$ cat src/rtl/decode_stage.sv
// decode_stage: registered instruction-decode stage between fetch and execute.
// Accepts an opcode on a valid/ready handshake, holds a one-hot control beat in
// an output register with back-pressure, flags undecodable opcodes, and issues
// MULTI_BEATS consecutive beats for opcodes marked in MULTI_MASK.
//
// Ports:
//   clk, rst_n       clock (rising edge), asynchronous active-low reset
//   in_valid/ready   fetch-side handshake; in_ready is combinational
//   in_opcode        opcode offered by fetch
//   out_valid/ready  execute-side handshake; out_valid registered
//   out_ctrl         one-hot control word, zero when illegal
//   out_illegal      opcode had no decode
//   out_step         beat index within the current instruction
//   out_last         final beat of the current instruction
module decode_stage #(
  parameter int unsigned             OPC_W       = 4,
  parameter int unsigned             CTRL_W      = 8,
  parameter logic [2**OPC_W-1:0]     MULTI_MASK  = 16'h0008,
  parameter int unsigned             MULTI_BEATS = 3,
  parameter int unsigned             STEP_W      = (MULTI_BEATS > 1) ? $clog2(MULTI_BEATS) : 1
) (
  input  logic              clk,
  input  logic              rst_n,
  input  logic              in_valid,
  input  logic [OPC_W-1:0]  in_opcode,
  output logic              in_ready,
  output logic              out_valid,
  input  logic              out_ready,
  output logic [CTRL_W-1:0] out_ctrl,
  output logic              out_illegal,
  output logic [STEP_W-1:0] out_step,
  output logic              out_last
);

  localparam logic [STEP_W-1:0] LAST_STEP = STEP_W'(MULTI_BEATS - 1);

  typedef enum logic {EMPTY = 1'b0, BUSY = 1'b1} state_e;

  state_e              state_q, state_d;
  logic [CTRL_W-1:0]   ctrl_q, ctrl_d;
  logic                illegal_q, illegal_d;
  logic                multi_q, multi_d;
  logic [STEP_W-1:0]   step_q, step_d;
  logic                last_q, last_d;

  logic                accept;
  logic [CTRL_W-1:0]   dec_ctrl;
  logic                dec_illegal;
  logic                dec_multi;

  // Decode of the offered opcode, used only on the accepting edge.
  always_comb begin
    dec_ctrl    = '0;
    dec_illegal = 1'b1;
    if (32'(in_opcode) < CTRL_W) begin
      dec_ctrl    = CTRL_W'(1) << in_opcode;
      dec_illegal = 1'b0;
    end
    dec_multi = MULTI_MASK[in_opcode] && !dec_illegal && (MULTI_BEATS > 1);
  end

  // Room this cycle when empty or when the final beat is leaving.
  assign in_ready = (state_q == EMPTY) || (out_ready && last_q);
  assign accept   = in_valid && in_ready;

  // Next-state and holding-register update.
  always_comb begin
    state_d   = state_q;
    ctrl_d    = ctrl_q;
    illegal_d = illegal_q;
    multi_d   = multi_q;
    step_d    = step_q;
    last_d    = last_q;
    case (state_q)
      EMPTY: begin
        if (accept) begin
          state_d   = BUSY;
          ctrl_d    = dec_ctrl;
          illegal_d = dec_illegal;
          multi_d   = dec_multi;
          step_d    = '0;
          last_d    = !dec_multi;
        end
      end
      BUSY: begin
        if (out_ready) begin
          if (!last_q) begin
            step_d = step_q + STEP_W'(1);
            last_d = ((step_q + STEP_W'(1)) == LAST_STEP);
          end else if (accept) begin
            ctrl_d    = dec_ctrl;
            illegal_d = dec_illegal;
            multi_d   = dec_multi;
            step_d    = '0;
            last_d    = !dec_multi;
          end else begin
            // Clear the fields so an idle stage presents a quiet bus.
            state_d   = EMPTY;
            ctrl_d    = '0;
            illegal_d = 1'b0;
            multi_d   = 1'b0;
            step_d    = '0;
            last_d    = 1'b0;
          end
        end
      end
      default: state_d = EMPTY;
    endcase
  end

  // State and output register.
  always_ff @(posedge clk or negedge rst_n) begin
    if (!rst_n) begin
      state_q   <= EMPTY;
      ctrl_q    <= '0;
      illegal_q <= 1'b0;
      multi_q   <= 1'b0;
      step_q    <= '0;
      last_q    <= 1'b0;
    end else begin
      state_q   <= state_d;
      ctrl_q    <= ctrl_d;
      illegal_q <= illegal_d;
      multi_q   <= multi_d;
      step_q    <= step_d;
      last_q    <= last_d;
    end
  end

  assign out_valid   = (state_q == BUSY);
  assign out_ctrl    = ctrl_q;
  assign out_illegal = illegal_q;
  assign out_step    = step_q;
  assign out_last    = last_q;

endmodule

$ cat config.mk
export PLATFORM = sky130hd
export DESIGN_NAME = decode_stage
export DESIGN_NICKNAME = d
export VERILOG_FILES = /design/src/rtl/decode_stage.sv
export SDC_FILE = /design/constraint.sdc
export NUM_CORES = 1
export LEC_CHECK = 0
export CORE_MARGIN = 4
export CORE_UTILIZATION = 38
export CTS_CLUSTER_SIZE = 40
export DETAILED_ROUTE_END_ITERATION = 10
export GPL_ROUTABILITY_DRIVEN = 0
export PLACE_DENSITY = 0.84
export SYNTH_ARGS = -nofsm -noshare
export SYNTH_HDL_FRONTEND = slang
export SYNTH_SLANG_ARGS = --single-unit
$ cat constraint.sdc
create_clock -name clk -period 1.25 [get_ports clk]
set_clock_uncertainty 0.1 [all_clocks]
set_input_delay 0.3125 -clock clk [delete_from_list [all_inputs] [get_ports clk]]
set_output_delay 0.3125 -clock clk [all_outputs]
set_load 0.02 [all_outputs]
# Word-level counts from Yosys, hierarchy flattened
# Memory sizes are Yosys's and may differ from the RTL's.
# Cells that the tools add are included.
[totals] n_memories=1 wordCells=48 reg_bits=13 rom_bits=16 output_inout_bits=14
[memory_table] name="(name not given)" words=16 word_bits=1 rd=1 rd_clocked_by_memory_dff=0 wr=0 line_no="59" source="dec_multi = MULTI_MASK[in_opcode] && !dec_illegal && (MULTI_BEATS > 1);"
[op_classes] n_shift=1 n_reduce_logical=7 add_sub_neg=1 eq_ne=4 order_cmp=2 bitwise_logic=1 muxes=26
[op_table] op="$mux W8" n=5
[op_table] op="$pmux W8 S2" n=1
[op_table] op="$mux W1" n=13
[op_table] op="$shl A1 B4 Y8 const A" n=1
[op_table] op="$mux W2" n=3
[op_table] op="$pmux W1 S2" n=3
[op_table] op="$lt A4 B5 Y1 const B" n=1
[op_table] op="$lt A4 B4 Y1 const B" n=1
[op_table] op="$ne A2 B2 Y1 const B" n=2
[op_table] op="$pmux W2 S2" n=1
[op_table] op="$logic_and A1 B1 Y1" n=3
[op_table] op="$reduce_and A3 Y1" n=1
[op_table] op="$add A2 B1 Y2 const B" n=1
[op_table] op="$eq A2 B2 Y1 const B" n=1
[op_table] op="$ne A2 B1 Y1 const B" n=1
[op_table] op="$reduce_and A2 Y1" n=1
[op_table] op="$logic_not A1 Y1" n=1
[op_table] op="$logic_or A1 B1 Y1" n=1
[op_table] op="$not A1 Y1" n=1

# Depth between registers and ports, before layout
[depth] ltp_word=8 ltp_mapped=5 depth_no_buf=4

# Least setup slack after synthesis
# Ideal clock, no wire load.
[synth_timing] kind="flip-flop to flip-flop" startpoint="reg state_q (netlist: out_valid)" endpoint="reg ctrl_q[5] (netlist: out_ctrl[5])" arrival_ps=1277 path_slack_ps=-249 required_ps=1028 setup_time_ps=122 path_stages_with_launch=5 cell_sequence="dfrtp_1 > buf_6 > a21bo_4 > and3_4 > a32o_1"
[synth_via] elab_chain_len=7 elab_cells_between_ends=11 classes_between="3 x eq/ne; 4 x mux; 1 x bitwise; 3 x reduce/logical"
[synth_lines] element="start: declaration" line_no="39" source="state_e state_q, state_d;"
[synth_lines] element="start signal: assignment" line_no="121" source="state_q <= state_d;"
[synth_lines] element="$not A1 Y1 *"
[synth_lines] element="$logic_or A1 B1 Y1 *" line_no="63" source="assign in_ready = (state_q == EMPTY) || (out_ready && last_q);"
[synth_lines] element="via in_ready" line_no="26" source="output logic in_ready,"
[synth_lines] element="$logic_and A1 B1 Y1 *" line_no="64" source="assign accept = in_valid && in_ready;"
[synth_lines] element="$mux W8" line_no="90" source="end else if (accept) begin"
[synth_lines] element="$mux W8" line_no="87" source="if (!last_q) begin"
[synth_lines] element="$mux W8" line_no="86" source="if (out_ready) begin"
[synth_lines] element="$pmux W8 S2" line_no="74" source="case (state_q)"
[synth_lines] element="end signal: assignment" line_no="122" source="ctrl_q <= ctrl_d;"
[synth_lines] element="end: declaration" line_no="40" source="logic [CTRL_W-1:0] ctrl_q, ctrl_d;"
# Mark *: on every way through the listed nets, which the timed path passes. The rest lies on a longest branch. The select of a mux whose other input is x is not followed.
# A chain may end at the register's enable or synchronous reset.

# Worst setup path in the final report
[layout_timing] startpoint="reg last_q (netlist: out_last)" endpoint="out in_ready"
[layout_via] elab_chain_len=2
[layout_lines] element="start: declaration" line_no="44" source="logic last_q, last_d;"
[layout_lines] element="start signal: assignment" line_no="126" source="last_q <= last_d;"
[layout_lines] element="$logic_and A1 B1 Y1" line_no="63"
[layout_lines] element="$logic_or A1 B1 Y1" line_no="63"
[layout_lines] element="end: declaration" line_no="26"
# No other way between the ends.

==> flow_summary_export.csv <==
group,metric,value,unit
clock_network,htree_levels,1,
global_route,grt_max_degree,14,
floorplan,die_h,48.25,µm
cells_and_area,mostFrequentLayoutCell,"buf_4",
critical_path,cp_max_fo,2,
cells_and_area,drive_gt1_frac,0.6211,
cells_and_area,multi_input_area,326.6,µm²
timing,fin_crit,1.443,ns
clock_network,cts_tree,"built",
floorplan,die_area,2328,µm²
route,antenna_left,0,
timing,relSlewSlack,0.8252,
placement,port_buffers,21,
cells_and_area,layout_common_cells,"22 x buf_4, 14 x buf_6, 10 x dfrtp_1, 5 x a32o_1, 5 x clkdlybuf4s50_1",
floorplan,core-area,1524,µm²
cells_and_area,fin_nets,105,
global_route,grt_use_total,0.1882,
route,avgViaCountPerCell,5.360,
pwr,combPwrFrac,0.578,
cells_and_area,diodes,0,
timing,report.final.slew_viol_count,0,
critical_path,r2r-start,"out_last$_DFFE_PN0P_",
pwr,peakVddDrop,0.001210,V
critical_path,r2r_cells,4,
logic_synthesis,post_synth.cell_area_avg,12.56,µm²
pwr,swShare,0.3586,
logic_synthesis,syn_nets,58,
hold_path,min_path_type,"input pin to async pin",
clock_network,cts.sinks,13,
timing,setup-tns-final,-1.356,ns
timing,worstMarginPinSlew,0.2603,ns
run_status,failed_checks,"negative setup slack",
route,post-route-drc-count,0,
route,drtIter0Drc,15,
clock_network,cts_buffers,3,
timing,finalSetupViolCount,12,
clock_network,clkLatencyLatePin,0.27,ns
route,wl_per_cell,17.22,µm
critical_path,setup.worst_path.start_class,"flop",
cells_and_area,register_area,329.1,µm²
job,drv_cap,0,
pwr,p_seq_frac,0.297,
critical_path,critPathKind,"flop to primary output",
critical_path,cp.required,0.84,ns
route,first_pass_iters,4,
critical_path,rrSetupSlack,-0.12,ns
logic_synthesis,synth-seq-area-share,0.5285,
critical_path,timing.rr.end,"out_ctrl[2]$_DFFE_PN0P_",
placement,hpwl,1344,µm
route,vias,595,
logic_synthesis,ys_ff_latch,13,
timing,rsz0062_at_grt,"true",
pwr,power_frac_clock,0.125,
floorplan,start_util,0.4039,
timing,finalHoldViolCount,0,
timing,fin_ws,-0.1928,ns
logic_synthesis,ys_types,24,
floorplan,die_w,48.25,µm
logic_synthesis,syn_inst,49,
pwr,powerDensity,1774,nW/µm²
global_route,overflow,0,
clock_network,root_buffer,"clkbuf_4",
route,finalWirelength,1911,µm
cells_and_area,areaGrowthSynthToFinish,81.10,%
global_route,grt_pass1_wl,2863,µm
logic_synthesis,netlist_area,615.6,µm²
timing,period_share,1.154,
critical_path,worstPathArrival,1.03,ns
pwr,power.internal,1.268,mW
logic_synthesis,yosysWarnings,0,
clock_network,path_clk_slew,0.07,ns
floorplan,ioPinCount,22,
pwr,power.net_switching,0.7092,mW
critical_path,endpoint_kind,"primary output",
cells_and_area,post-route-util,0.7315,
cells_and_area,nFillCells,104,
run_status,status,"complete, but fails checks",
floorplan,rows,14,
timing,max_freq,0.6931,GHz
global_route,antenna_found_initial,0,
pwr,p_leak,0.5375,nW
clock_network,cts_max_path_buffers,2,
global_route,grt_pass1_vias,609,
==> routing by layer <==
metal | up-vias | share of wire | track usage
met2 | 16 | 0.55 | 0.3385
met1 | 292 | 0.39 | 0.2014
li1 | 283 | - | -
met3 | 4 | 0.049 | 0.06642
met5 | - | 0 | 0
met4 | 0 | 0.014 | 0.06452
==> critical path, cell delays in order, from the launching register on <==
cell	delay, ns
dfrtp_1	0.41
a21bo_4	0.22
buf_6	0.13
==> registers in the layout, indices dropped and copies added (netlist names) <==
register,count
out_illegal,1
out_last,1
out_step,2
out_valid,1
out_ctrl,8
==> how the worst max path moves through the flow <==
| stage | startpoint | end | slack [ns] |
|---|---|---|---|
| 3_3_place_gp | out_ready | in_ready | -0.68 |
| 4_1_cts | out_last$_DFFE_PN0P_ | in_ready | -0.20 |
| 3_5_place_dp | out_ready | in_ready | -0.71 |
| 5_1_grt | out_last$_DFFE_PN0P_ | in_ready | -0.22 |
| 2_1_floorplan | out_valid$_DFF_PN0_ | out_ctrl[4]$_DFFE_PN0P_ | -0.14 |
| 6_report | out_last$_DFFE_PN0P_ | in_ready | -0.19 |
==> cell type report <==
| class | instances | share of cell area |
|---|---|---|
| tap | 16 | 0.01796 |
| multi-input combinational | 31 | 0.2929 |
| sequential | 13 | 0.2952 |
| timing repair buffer | 44 | 0.3580 |
| clock buffer | 4 | 0.02357 |
| inverter | 3 | 0.01235 |
==> synth_stat cells (all sizes together) <==
master,count,share of area
nand3,2,0.016
mux2i,1,0.016
a221o,1,0.018
a32o,5,0.081
a21bo,1,0.026
dfrtp,13,0.53
nand2,1,0.0061
nand3b,1,0.012
inv,3,0.018
ha,1,0.020
nand2b,1,0.010
nor2,2,0.012
nor2b,1,0.010
o21a,1,0.012
nor3b,3,0.045
a22o,6,0.089
nor3,1,0.0081
and3,1,0.018
a41oi,1,0.014
o22ai,1,0.010
buf,2,0.026
==> power groups by stage <==
stage	registers [mW]	logic (mW)	clock network, mW
floorplan	0.717	0.335	0
CTS	0.578	0.978	0.256
global placement	0.578	0.860	0
detailed placement	0.579	0.905	0
global route	0.600	1.20	0.275
finish	0.588	1.14	0.247
==> per-stage QoR <==
step	hold slack, ns	total power [mW]	instance area [µm²]	std cells	worst slack (ns)
after global placement	0.3822	1.438	967.2	101	-0.6800
after CTS	0.2360	1.812	1005	108	-0.1971
final	0.2364	1.977	1115	111	-0.1928
after floorplan	-0.08309	1.052	631.9	49	-0.1442
after detailed placement	0.3867	1.484	967.2	101	-0.7121
after global routing	0.2457	2.079	1115	111	-0.2207
==> kinds of logic after synthesis <==
group                      share of synthesized area
AOI/OAI and AO/OA                             0.2521
and+or+nand+nor                               0.1382
DFF                                           0.5285
buffers and inverters                        0.04471
muxes                                        0.01626
adders and majority gates                    0.02032
==> timing repair <==
action                     4_1_cts  5_1_grt
hold buffers                     0        0
hold endpoints to repair         0        0
pin swaps                        4        1
setup endpoints to repair       25       24
cloned                           0        0
resized for setup               72       25
setup buffers                    3        3
Note: power is estimated with default switching activity, not from simulation.
